File: src/rtl/ofdm_pkg.sv
// Shared constants for the OFDM framer: FSM encoding, default carrier map, bin-index bit reversal.
package ofdm_pkg;

  localparam logic [1:0] ST_IDLE   = 2'd0;
  localparam logic [1:0] ST_LOAD   = 2'd1;
  localparam logic [1:0] ST_RUN    = 2'd2;
  localparam logic [1:0] ST_UNLOAD = 2'd3;

  // Four 4-bit bin indices {7,3,1,0}, entry 0 in the LSBs.
  localparam logic [15:0] DEF_CARRIER_MAP = 16'h7310;

  // Widest bin index supported (64 points).
  localparam int MAX_LW = 6;

  // Reverses the low w bits of v; bits at or above w come back as zero.
  function automatic logic [MAX_LW-1:0] bitrev(input logic [MAX_LW-1:0] v, input int w);
    logic [MAX_LW-1:0] r;
    r = '0;
    for (int i = 0; i < MAX_LW; i++) begin
      if (i < w) r[i] = v[w-1-i];
    end
    return r;
  endfunction

endpackage

File: src/rtl/ofdm_bin_buf.sv
// PTS-entry re/im register bank: clear-all, one write port (write beats clear), flat parallel read.
// Write visible one cycle after wr_en; no backpressure.
module ofdm_bin_buf #(
  parameter int N   = 16,
  parameter int PTS = 16
) (
  input  logic                       clk,
  input  logic                       rst_n,
  input  logic                       clr,
  input  logic                       wr_en,
  input  logic [$clog2(PTS)-1:0]     wr_addr,
  input  logic [N-1:0]               wr_re,
  input  logic [N-1:0]               wr_im,
  output logic [PTS*N-1:0]           rd_re,
  output logic [PTS*N-1:0]           rd_im
);

  localparam int LW = $clog2(PTS);

  logic [PTS*N-1:0] bank_re;
  logic [PTS*N-1:0] bank_im;

  always_ff @(posedge clk or negedge rst_n) begin
    if (!rst_n) begin
      bank_re <= '0;
      bank_im <= '0;
    end else begin
      for (int k = 0; k < PTS; k++) begin
        if (wr_en && (wr_addr == LW'(k))) begin
          bank_re[k*N +: N] <= wr_re;
          bank_im[k*N +: N] <= wr_im;
        end else if (clr) begin
          bank_re[k*N +: N] <= '0;
          bank_im[k*N +: N] <= '0;
        end
      end
    end
  end

  assign rd_re = bank_re;
  assign rd_im = bank_im;

endmodule

File: src/rtl/ofdm_fft_framer.sv
// Gathers NCH subcarrier symbols into PTS FFT bins, hands them to an external FFT, then streams the
// result in natural order. s_ready drops from FFT start until the last output handshake; m_* hold while stalled.
module ofdm_fft_framer
  import ofdm_pkg::*;
#(
  parameter int N   = 16,
  parameter int Q   = 8,
  parameter int PTS = 16,
  parameter int NCH = 4,
  parameter logic [NCH*$clog2(PTS)-1:0] CARRIER_MAP = DEF_CARRIER_MAP,
  parameter bit BITREV = 1'b1
) (
  input  logic                       i_clk,
  input  logic                       i_rst_n,
  input  logic                       i_inverse,
  input  logic                       s_valid,
  output logic                       s_ready,
  input  logic [N-1:0]               s_re,
  input  logic [N-1:0]               s_im,
  output logic                       o_fft_start,
  output logic [PTS*N-1:0]           o_fft_in_re,
  output logic [PTS*N-1:0]           o_fft_in_im,
  input  logic                       i_fft_done,
  input  logic [PTS*N-1:0]           i_fft_out_re,
  input  logic [PTS*N-1:0]           i_fft_out_im,
  output logic                       m_valid,
  input  logic                       m_ready,
  output logic [N-1:0]               m_re,
  output logic [N-1:0]               m_im,
  output logic [$clog2(PTS)-1:0]     m_idx,
  output logic                       m_last,
  output logic                       o_busy
);

  localparam int LW = $clog2(PTS);
  localparam int CW = $clog2(NCH) + 1;

  if (Q < 0 || Q >= N) begin : g_bad_q
    $error("ofdm_fft_framer: Q must lie in 0..N-1");
  end
  if (PTS < 8 || PTS > 64 || (PTS & (PTS - 1)) != 0) begin : g_bad_pts
    $error("ofdm_fft_framer: PTS must be a power of two in 8..64");
  end
  if (NCH < 1 || NCH > PTS) begin : g_bad_nch
    $error("ofdm_fft_framer: NCH must lie in 1..PTS");
  end

  // Async assert, two-flop synchronised release; everything below resets on the synchronised copy.
  logic [1:0] rst_sync;
  logic       rst_n_int;

  always_ff @(posedge i_clk or negedge i_rst_n) begin
    if (!i_rst_n) rst_sync <= 2'b00;
    else          rst_sync <= {rst_sync[0], 1'b1};
  end
  assign rst_n_int = rst_sync[1];

  logic [1:0]       state;
  logic             inv_q;
  logic [CW-1:0]    ld_cnt;
  logic [LW-1:0]    out_cnt;
  logic             fft_start_q;
  logic [PTS*N-1:0] res_re;
  logic [PTS*N-1:0] res_im;

  logic             acc;
  logic             inv_now;
  logic [CW-1:0]    ld_sel;
  logic             last_in;
  logic [LW-1:0]    wr_addr;
  logic [N-1:0]     wr_re;
  logic [N-1:0]     wr_im;
  logic             bin_clr;

  assign s_ready = rst_n_int && ((state == ST_IDLE) || (state == ST_LOAD));
  assign acc     = s_valid && s_ready;

  // The mode is taken live on the first sample and from the latch for the rest of the symbol.
  assign inv_now = (state == ST_IDLE) ? i_inverse : inv_q;
  assign ld_sel  = (state == ST_IDLE) ? '0 : ld_cnt;
  assign last_in = (ld_sel == CW'(NCH - 1));
  assign wr_addr = CARRIER_MAP[int'(ld_sel)*LW +: LW];
  assign wr_re   = inv_now ? s_im : s_re;
  assign wr_im   = inv_now ? s_re : s_im;
  assign bin_clr = acc && (state == ST_IDLE);

  ofdm_bin_buf #(
    .N   (N),
    .PTS (PTS)
  ) u_bin_buf (
    .clk     (i_clk),
    .rst_n   (rst_n_int),
    .clr     (bin_clr),
    .wr_en   (acc),
    .wr_addr (wr_addr),
    .wr_re   (wr_re),
    .wr_im   (wr_im),
    .rd_re   (o_fft_in_re),
    .rd_im   (o_fft_in_im)
  );

  always_ff @(posedge i_clk or negedge rst_n_int) begin
    if (!rst_n_int) begin
      state       <= ST_IDLE;
      inv_q       <= 1'b0;
      ld_cnt      <= '0;
      out_cnt     <= '0;
      fft_start_q <= 1'b0;
      res_re      <= '0;
      res_im      <= '0;
    end else begin
      fft_start_q <= 1'b0;
      case (state)
        ST_IDLE: begin
          if (acc) begin
            inv_q <= i_inverse;
            if (last_in) begin
              state       <= ST_RUN;
              fft_start_q <= 1'b1;
              ld_cnt      <= '0;
            end else begin
              state  <= ST_LOAD;
              ld_cnt <= CW'(1);
            end
          end
        end
        ST_LOAD: begin
          if (acc) begin
            if (last_in) begin
              state       <= ST_RUN;
              fft_start_q <= 1'b1;
              ld_cnt      <= '0;
            end else begin
              ld_cnt <= ld_cnt + CW'(1);
            end
          end
        end
        ST_RUN: begin
          if (i_fft_done) begin
            res_re <= i_fft_out_re;
            res_im <= i_fft_out_im;
            state  <= ST_UNLOAD;
          end
        end
        default: begin
          if (m_ready) begin
            if (out_cnt == LW'(PTS - 1)) begin
              state   <= ST_IDLE;
              out_cnt <= '0;
            end else begin
              out_cnt <= out_cnt + LW'(1);
            end
          end
        end
      endcase
    end
  end

  assign o_fft_start = fft_start_q;

  logic [MAX_LW-1:0] cnt_ext;
  logic [MAX_LW-1:0] rd_sel;
  logic [N-1:0]      rd_re;
  logic [N-1:0]      rd_im;

  // The external FFT delivers bins in bit-reversed order; reading through bitrev restores natural order.
  assign cnt_ext = MAX_LW'(out_cnt);
  assign rd_sel  = BITREV ? bitrev(cnt_ext, LW) : cnt_ext;
  assign rd_re   = res_re[int'(rd_sel)*N +: N];
  assign rd_im   = res_im[int'(rd_sel)*N +: N];

  assign m_valid = (state == ST_UNLOAD);
  assign m_re    = m_valid ? (inv_q ? rd_im : rd_re) : '0;
  assign m_im    = m_valid ? (inv_q ? rd_re : rd_im) : '0;
  assign m_idx   = out_cnt;
  assign m_last  = m_valid && (out_cnt == LW'(PTS - 1));
  assign o_busy  = (state != ST_IDLE);

endmodule

File: config.mk
export PLATFORM = sky130hd
export DESIGN_NAME = ofdm_fft_framer
export DESIGN_NICKNAME = d
export VERILOG_FILES = /design/src/rtl/ofdm_pkg.sv /design/src/rtl/ofdm_bin_buf.sv /design/src/rtl/ofdm_fft_framer.sv
export SDC_FILE = /design/constraint.sdc
export NUM_CORES = 1
export LEC_CHECK = 0
export BUFFER_PORTS_ARGS = -buffer_cell sky130_fd_sc_hd__buf_4
export CAP_MARGIN = 25
export CORE_AREA = 4 4 433 435
export CTS_BUF_LIST = sky130_fd_sc_hd__clkbuf_16
export DETAILED_ROUTE_END_ITERATION = 6
export DIE_AREA = 0 0 437 439
export GPL_ROUTABILITY_DRIVEN = 0
export PLACE_DENSITY = 0.44
export SLEW_MARGIN = 0
export SYNTH_ARGS = -nofsm -noshare
export SYNTH_HDL_FRONTEND = slang
export SYNTH_HIERARCHICAL = 1
export SYNTH_SLANG_ARGS = --single-unit
File: constraint.sdc
create_clock -name i_clk -period 37.9 [get_ports i_clk]
set_clock_uncertainty 0.15 [all_clocks]
set_input_delay 11.37 -clock i_clk [delete_from_list [all_inputs] [get_ports i_clk]]
set_output_delay 11.37 -clock i_clk [all_outputs]
set_load 0.01 [all_outputs]
Yosys cells after proc, flatten, opt, wreduce, memory -nomap -nowiden --
Cells that the tools add are included.
Word-level totals: word-level logic and storage cells 178, register bits after elaboration 1037
Operators by class: multiplexer cells 58, equal/unequal tests 24, shift-type cells 3, add/sub/neg operators 2, bitwise operators 1, reductions and logical operators 50
Operators with widths (number):
- 2-to-1 mux 16 bit | 39
- indexed part select 256 x 9 -> 16 bit | 2
- equality test 4 bit, second input constant | 9
- nonzero test 2 bit | 18
- logical AND 1 bit | 20
- equality test 4 x 3 -> 1 bit, second input constant | 4
- indexed part select 16 x 6 -> 4 bit, first input constant | 1
- 2-to-1 mux 2 bit | 7
- 2-to-1 mux 3 bit | 4
- equality test 4 x 2 -> 1 bit, second input constant | 2
- != test 2 bit, second input constant | 4
- nonzero test 4 bit | 2
- one-hot mux 2 bit (3 select lines) | 1
- one-hot mux 3 bit (2 select lines) | 1
- AND reduction 2 bit | 3
- AND reduction 6 bit | 1
- 2-to-1 mux 1 bit | 5
- adder 4 x 1 -> 4 bit, second input constant | 1
- equality test 2 bit, second input constant | 2
- equality test 4 x 1 -> 1 bit, second input constant | 1
- logical NOT 4 bit | 1
- 2-to-1 mux 4 bit | 1
- adder 3 x 1 -> 3 bit, second input constant | 1
- equality test 3 x 2 -> 1 bit, second input constant | 1
- other kinds (7) | 7

Longest topological paths before layout --
word-level depth 7, mapped depth 10, mapped depth without buffers 7

Hierarchy --
The synthesis kept the hierarchy.
By module, submodules not included:
- ofdm_fft_framer | area each 25026.5 µm², cells each 1715, times used 1
- ofdm_bin_buf | area each 22671.7 µm², cells each 1706, times used 1

Worst setup path after synthesis --
OpenSTA, ideal clock, no wires.
path type register to output, start register rst_sync[1], end output port s_ready, cell stages (with the launch flop) 2, setup slack 2351 ps, required time 26380 ps, data arrival time 24029 ps, path through dfrtp_1 > nor2b_1
Between the ends: cells in the longest elaborated chain, start to end 1
Ends and longest elaborated chain:
- start: declaration | RTL line ofdm_fft_framer.sv:49 | logic [1:0] rst_sync;
- start signal: assignment | RTL line ofdm_fft_framer.sv:54 | else rst_sync <= {rst_sync[0], 1'b1};
- logical AND 1 bit | RTL line ofdm_fft_framer.sv:75 | assign s_ready = rst_n_int && ((state == ST_IDLE) || (state == ST_LOAD));
- end: declaration | RTL line ofdm_fft_framer.sv:17 | output logic s_ready,
No other way between the ends.

Final worst setup path --
start register out_cnt[1] (netlist: m_idx[1]), end output port m_im[13]
Between the ends: cells in the longest elaborated chain, start to end 3, elaborated cells on any way between the ends 4, those cells by class shift: 2; mux: 2
Ends and longest elaborated chain:
- start: declaration | RTL line ofdm_fft_framer.sv:61 | logic [LW-1:0] out_cnt;
- start signal: assignment | RTL line ofdm_fft_framer.sv:151 | out_cnt <= out_cnt + LW'(1);
- indexed part select 256 x 9 -> 16 bit, on equally long branches | RTL line ofdm_fft_framer.sv:170, ofdm_fft_framer.sv:169
- 2-to-1 mux 16 bit (*) (2 in a row) | RTL line ofdm_fft_framer.sv:174 | assign m_im = m_valid ? (inv_q ? rd_re : rd_im) : '0;
- end: declaration | RTL line ofdm_fft_framer.sv:29 | output logic [N-1:0] m_im,
Every way passes the cells marked *; elsewhere a longest branch is shown, timed or not.

==> results.toml <==
[status]
status = "finished, violations left"
violations = "max-slew violations"

[clock_tree]
htree_levels = 4
clk_latency_ns = 0.76
holdBufCountCts = 0
postCtsSetupBuffers = 0
cts_resized = 0
numClockSinks = 1037
clk_root_buffer_cell = "clkbuf_16"
tritoncts = "done"
clk_path_buf_depth = 3
cts_made_buffers = 134
clk_pin_slew_ns = 0.06

[placement]
io_buffer_count = 1102
place_inst = 6792
hpwlAfterDp_mm = 155
place_area_sq_mm = 0.0585

[drt]
wl_per_cell_um = 29.8
vias = 32398
drt-initial-drc-count = 1839
drt-total-wl_mm = 210
via_per_inst = 4.58
drc = 0
ant_nets = 0
firstDrtPassIters = 5

[power]
comb_power_share_pct = 40.0
sequentialPowerShare_pct = 35.2
pwr-share-clk_pct = 24.8
switching_share_pct = 36.9
peakVddDrop_mv = 0.0363
cellInternalPower_uw = 3070
p_leak_uw = 0.0306
netSwitchingPower_uw = 1790
powerDensity_mw_per_mm2 = 77.4

[timing]
rsz0062_at_grt = "no"
maxSlewViolCount = 264
relSlewSlack_pct = -188
tns_ns = 0
setup_violations = 0
holdWs_ns = 0.0356
tightestPinTransition_ns = 4.29
fmax_mhz = 57.6
finalCritPeriodShare_pct = 45.8
fin_crit_ns = 17.37
hold_violations = 0

[die]
io_pins = 1103
die_w_um = 437
start_util_pct = 26.1
core_sq_mm = 0.183
fp.dieArea_sq_mm = 0.192
num_rows = 157
die_y_um = 439

[flow_run]
maxCapViolations = 0

[cells_and_area]
area_delta_synth_final_pct = 31.6
multi_input_area_sq_mm = 0.0206
final_area_sq_mm = 0.0628
num-nets-final = 5024
layout-drive-gt1-share_pct = 53.3
fill_cells = 18283
seqCellArea_sq_mm = 0.0260
final_cells = 7071

[global_route]
antenna_found_initial = 83
grt_pass1_vias = 33002
grt_max_degree = 181
met3_usage_pct = 5.92
grt_use_total_pct = 21.2
grtUsageMet2_pct = 37.1
busiest_layer = "met2"
grt_first_pass_wirelength_mm = 285
grtUsageMet1_pct = 24.7
grt_overflow = 0

[worst_setup_path]
cp-end-kind = "output pin"
cp.required_ns = 26.38
critPathKind = "reg -> out"
worst-path-max-fanout = 47
arrival_ns = 5.85
start_kind = "flop"
r2r_slack_ns = 32.17

[logic_synthesis]
ys_warn_count = 6
avgSynthCellArea_sq_um = 13.9
synth_ff_type = "dfrtp_1"
synth_area_sq_mm = 0.0477
syn_inst = 3421
synth_edf_count = 0
yosys.area.top_type = "dfrtp_1"
synth.most_common_cell = "dfrtp_1"
synth_common_cells = "1037 x dfrtp_1, 953 x mux2_2, 517 x nor2b_1"
yosys_register_bits = 1037
synth-async-reset-ratio_pct = 100
synth_top_area_share_pct = 54.4
synth_cell_types = 46
ys_seq_area_share_pct = 54.4
synth.area.top_cells = "dfrtp_1 54%, mux2_2 22%, nor2b_1 6.8%"

[hold_path]
min_path_type = "reg -> async"
## cell type report
type | instances | share of cell area (%)
Inverter | 5 | 0.0299
Timing Repair Buffer | 1175 | 14.2
Multi-Input combinational cell | 2113 | 32.8
Antenna cell | 44 | 0.175
Sequential cell | 1037 | 41.4
Clock inverter | 97 | 1.06
Clock buffer | 136 | 5.42
Tap cell | 2464 | 4.91
## power groups by stage
stage,clock network (uW),registers [uW],logic [uW]
after CTS,1250,1710,1980
final,1210,1710,1950
after global placement,0,1720,1950
after global routing,1290,1750,2060
after floorplan,0,1700,1130
after detailed placement,0,1720,1970
## metrics by stage
stage          setup WS (ns)  util (%)  power, uW
2_1_floorplan           2.35         -       2830
3_3_place_gp           21.17      31.9       3670
3_5_place_dp           21.09      32.0       3690
4_1_cts                20.24      34.2       4930
5_1_grt                20.16      34.2       5100
6_report               20.53      34.3       4860
## flip-flops by register name, indices dropped and copies added (netlist names)
register / cells
inv_q: 1
ld_cnt: 3
m_idx: 4
o_fft_start: 1
res_im: 256
res_re: 256
rst_sync: 2
state: 2
u_bin_buf/rd_im: 256
u_bin_buf/rd_re: 256
## worst max-delay path, stage by stage, from the launching register on
cell and delay (ns):
dfrtp_4 0.77, buf_4 0.81, buf_4 0.81, buf_4 0.67
mux4_2 0.60, mux2i_1 0.63, o211ai_1 0.19, and4_1 0.27
buf_4 0.15
## cell families after synthesis
logic type	synth area share [%]
adder cells (fa/ha/maj)	0.210
XOR/XNOR	0.0184
buffers and inverters	2.71
flip-flops	54.4
multiplexers	31.9
AND/OR/NAND/NOR	9.07
AO/OA/AOI/OAI	1.72
other	0.0157
## metal layers
layer / wire length (um) / share of wire (%)
met3: 13300 / 6.3
met2: 108000 / 51
met5: 319 / 0.15
met4: 7570 / 3.6
met1: 81600 / 39
## layout by cell type (no fill, tap or decap), types with 3 or more instances in the layout
cell | synthesis | routed
a21oi_1 | 18 | 18
buf_16 | 0 | 3
inv_6 | 0 | 5
nor3_2 | 3 | 3
mux2_2 | 953 | 954
nand3_1 | 21 | 20
clkinv_8 | 0 | 5
bufinv_16 | 0 | 4
clkinv_2 | 0 | 7
nor2_4 | 0 | 5
mux2_1 | 153 | 152
nor2_1 | 13 | 8
diode_2 | 0 | 44
buf_4 | 4 | 1168
inv_1 | 4 | 44
nor2b_1 | 517 | 515
a221o_1 | 30 | 30
mux4_2 | 64 | 64
dfrtp_4 | 0 | 3
clkinv_1 | 0 | 29
conb_1 | 2 | 8
ha_1 | 8 | 8
nand2_2 | 1 | 3
mux2i_1 | 85 | 84
and4_1 | 32 | 32
nand3b_1 | 3 | 3
nand2b_2 | 0 | 4
nand2_1 | 75 | 72
mux2_4 | 30 | 30
o211ai_1 | 19 | 19
dfrtp_1 | 1037 | 1032
o21ai_1 | 5 | 5
clkbuf_16 | 0 | 136
buf_12 | 0 | 4
o22ai_1 | 30 | 30
nor3b_2 | 16 | 16
nand2b_1 | 8 | 4
## path summary, 6_finish.rpt
| check | endpoint | startpoint | cells after the start |
|---|---|---|---|
| max in group asynchronous | rst_sync[1] | i_rst_n | 1 |
| min in group i_clk | rst_sync[1] | rst_sync[0] | 0 |
| setup / recovery | m_im[13] | m_idx[1] | 8 |
| hold / removal | res_im[77] | rst_sync[1] | 0 |
| setup reg to reg | u_bin_buf/rd_im[169] | state[1] | 9 |
| hold reg to reg | res_im[77] | rst_sync[1] | 0 |
(Power assumes the default switching activity.)
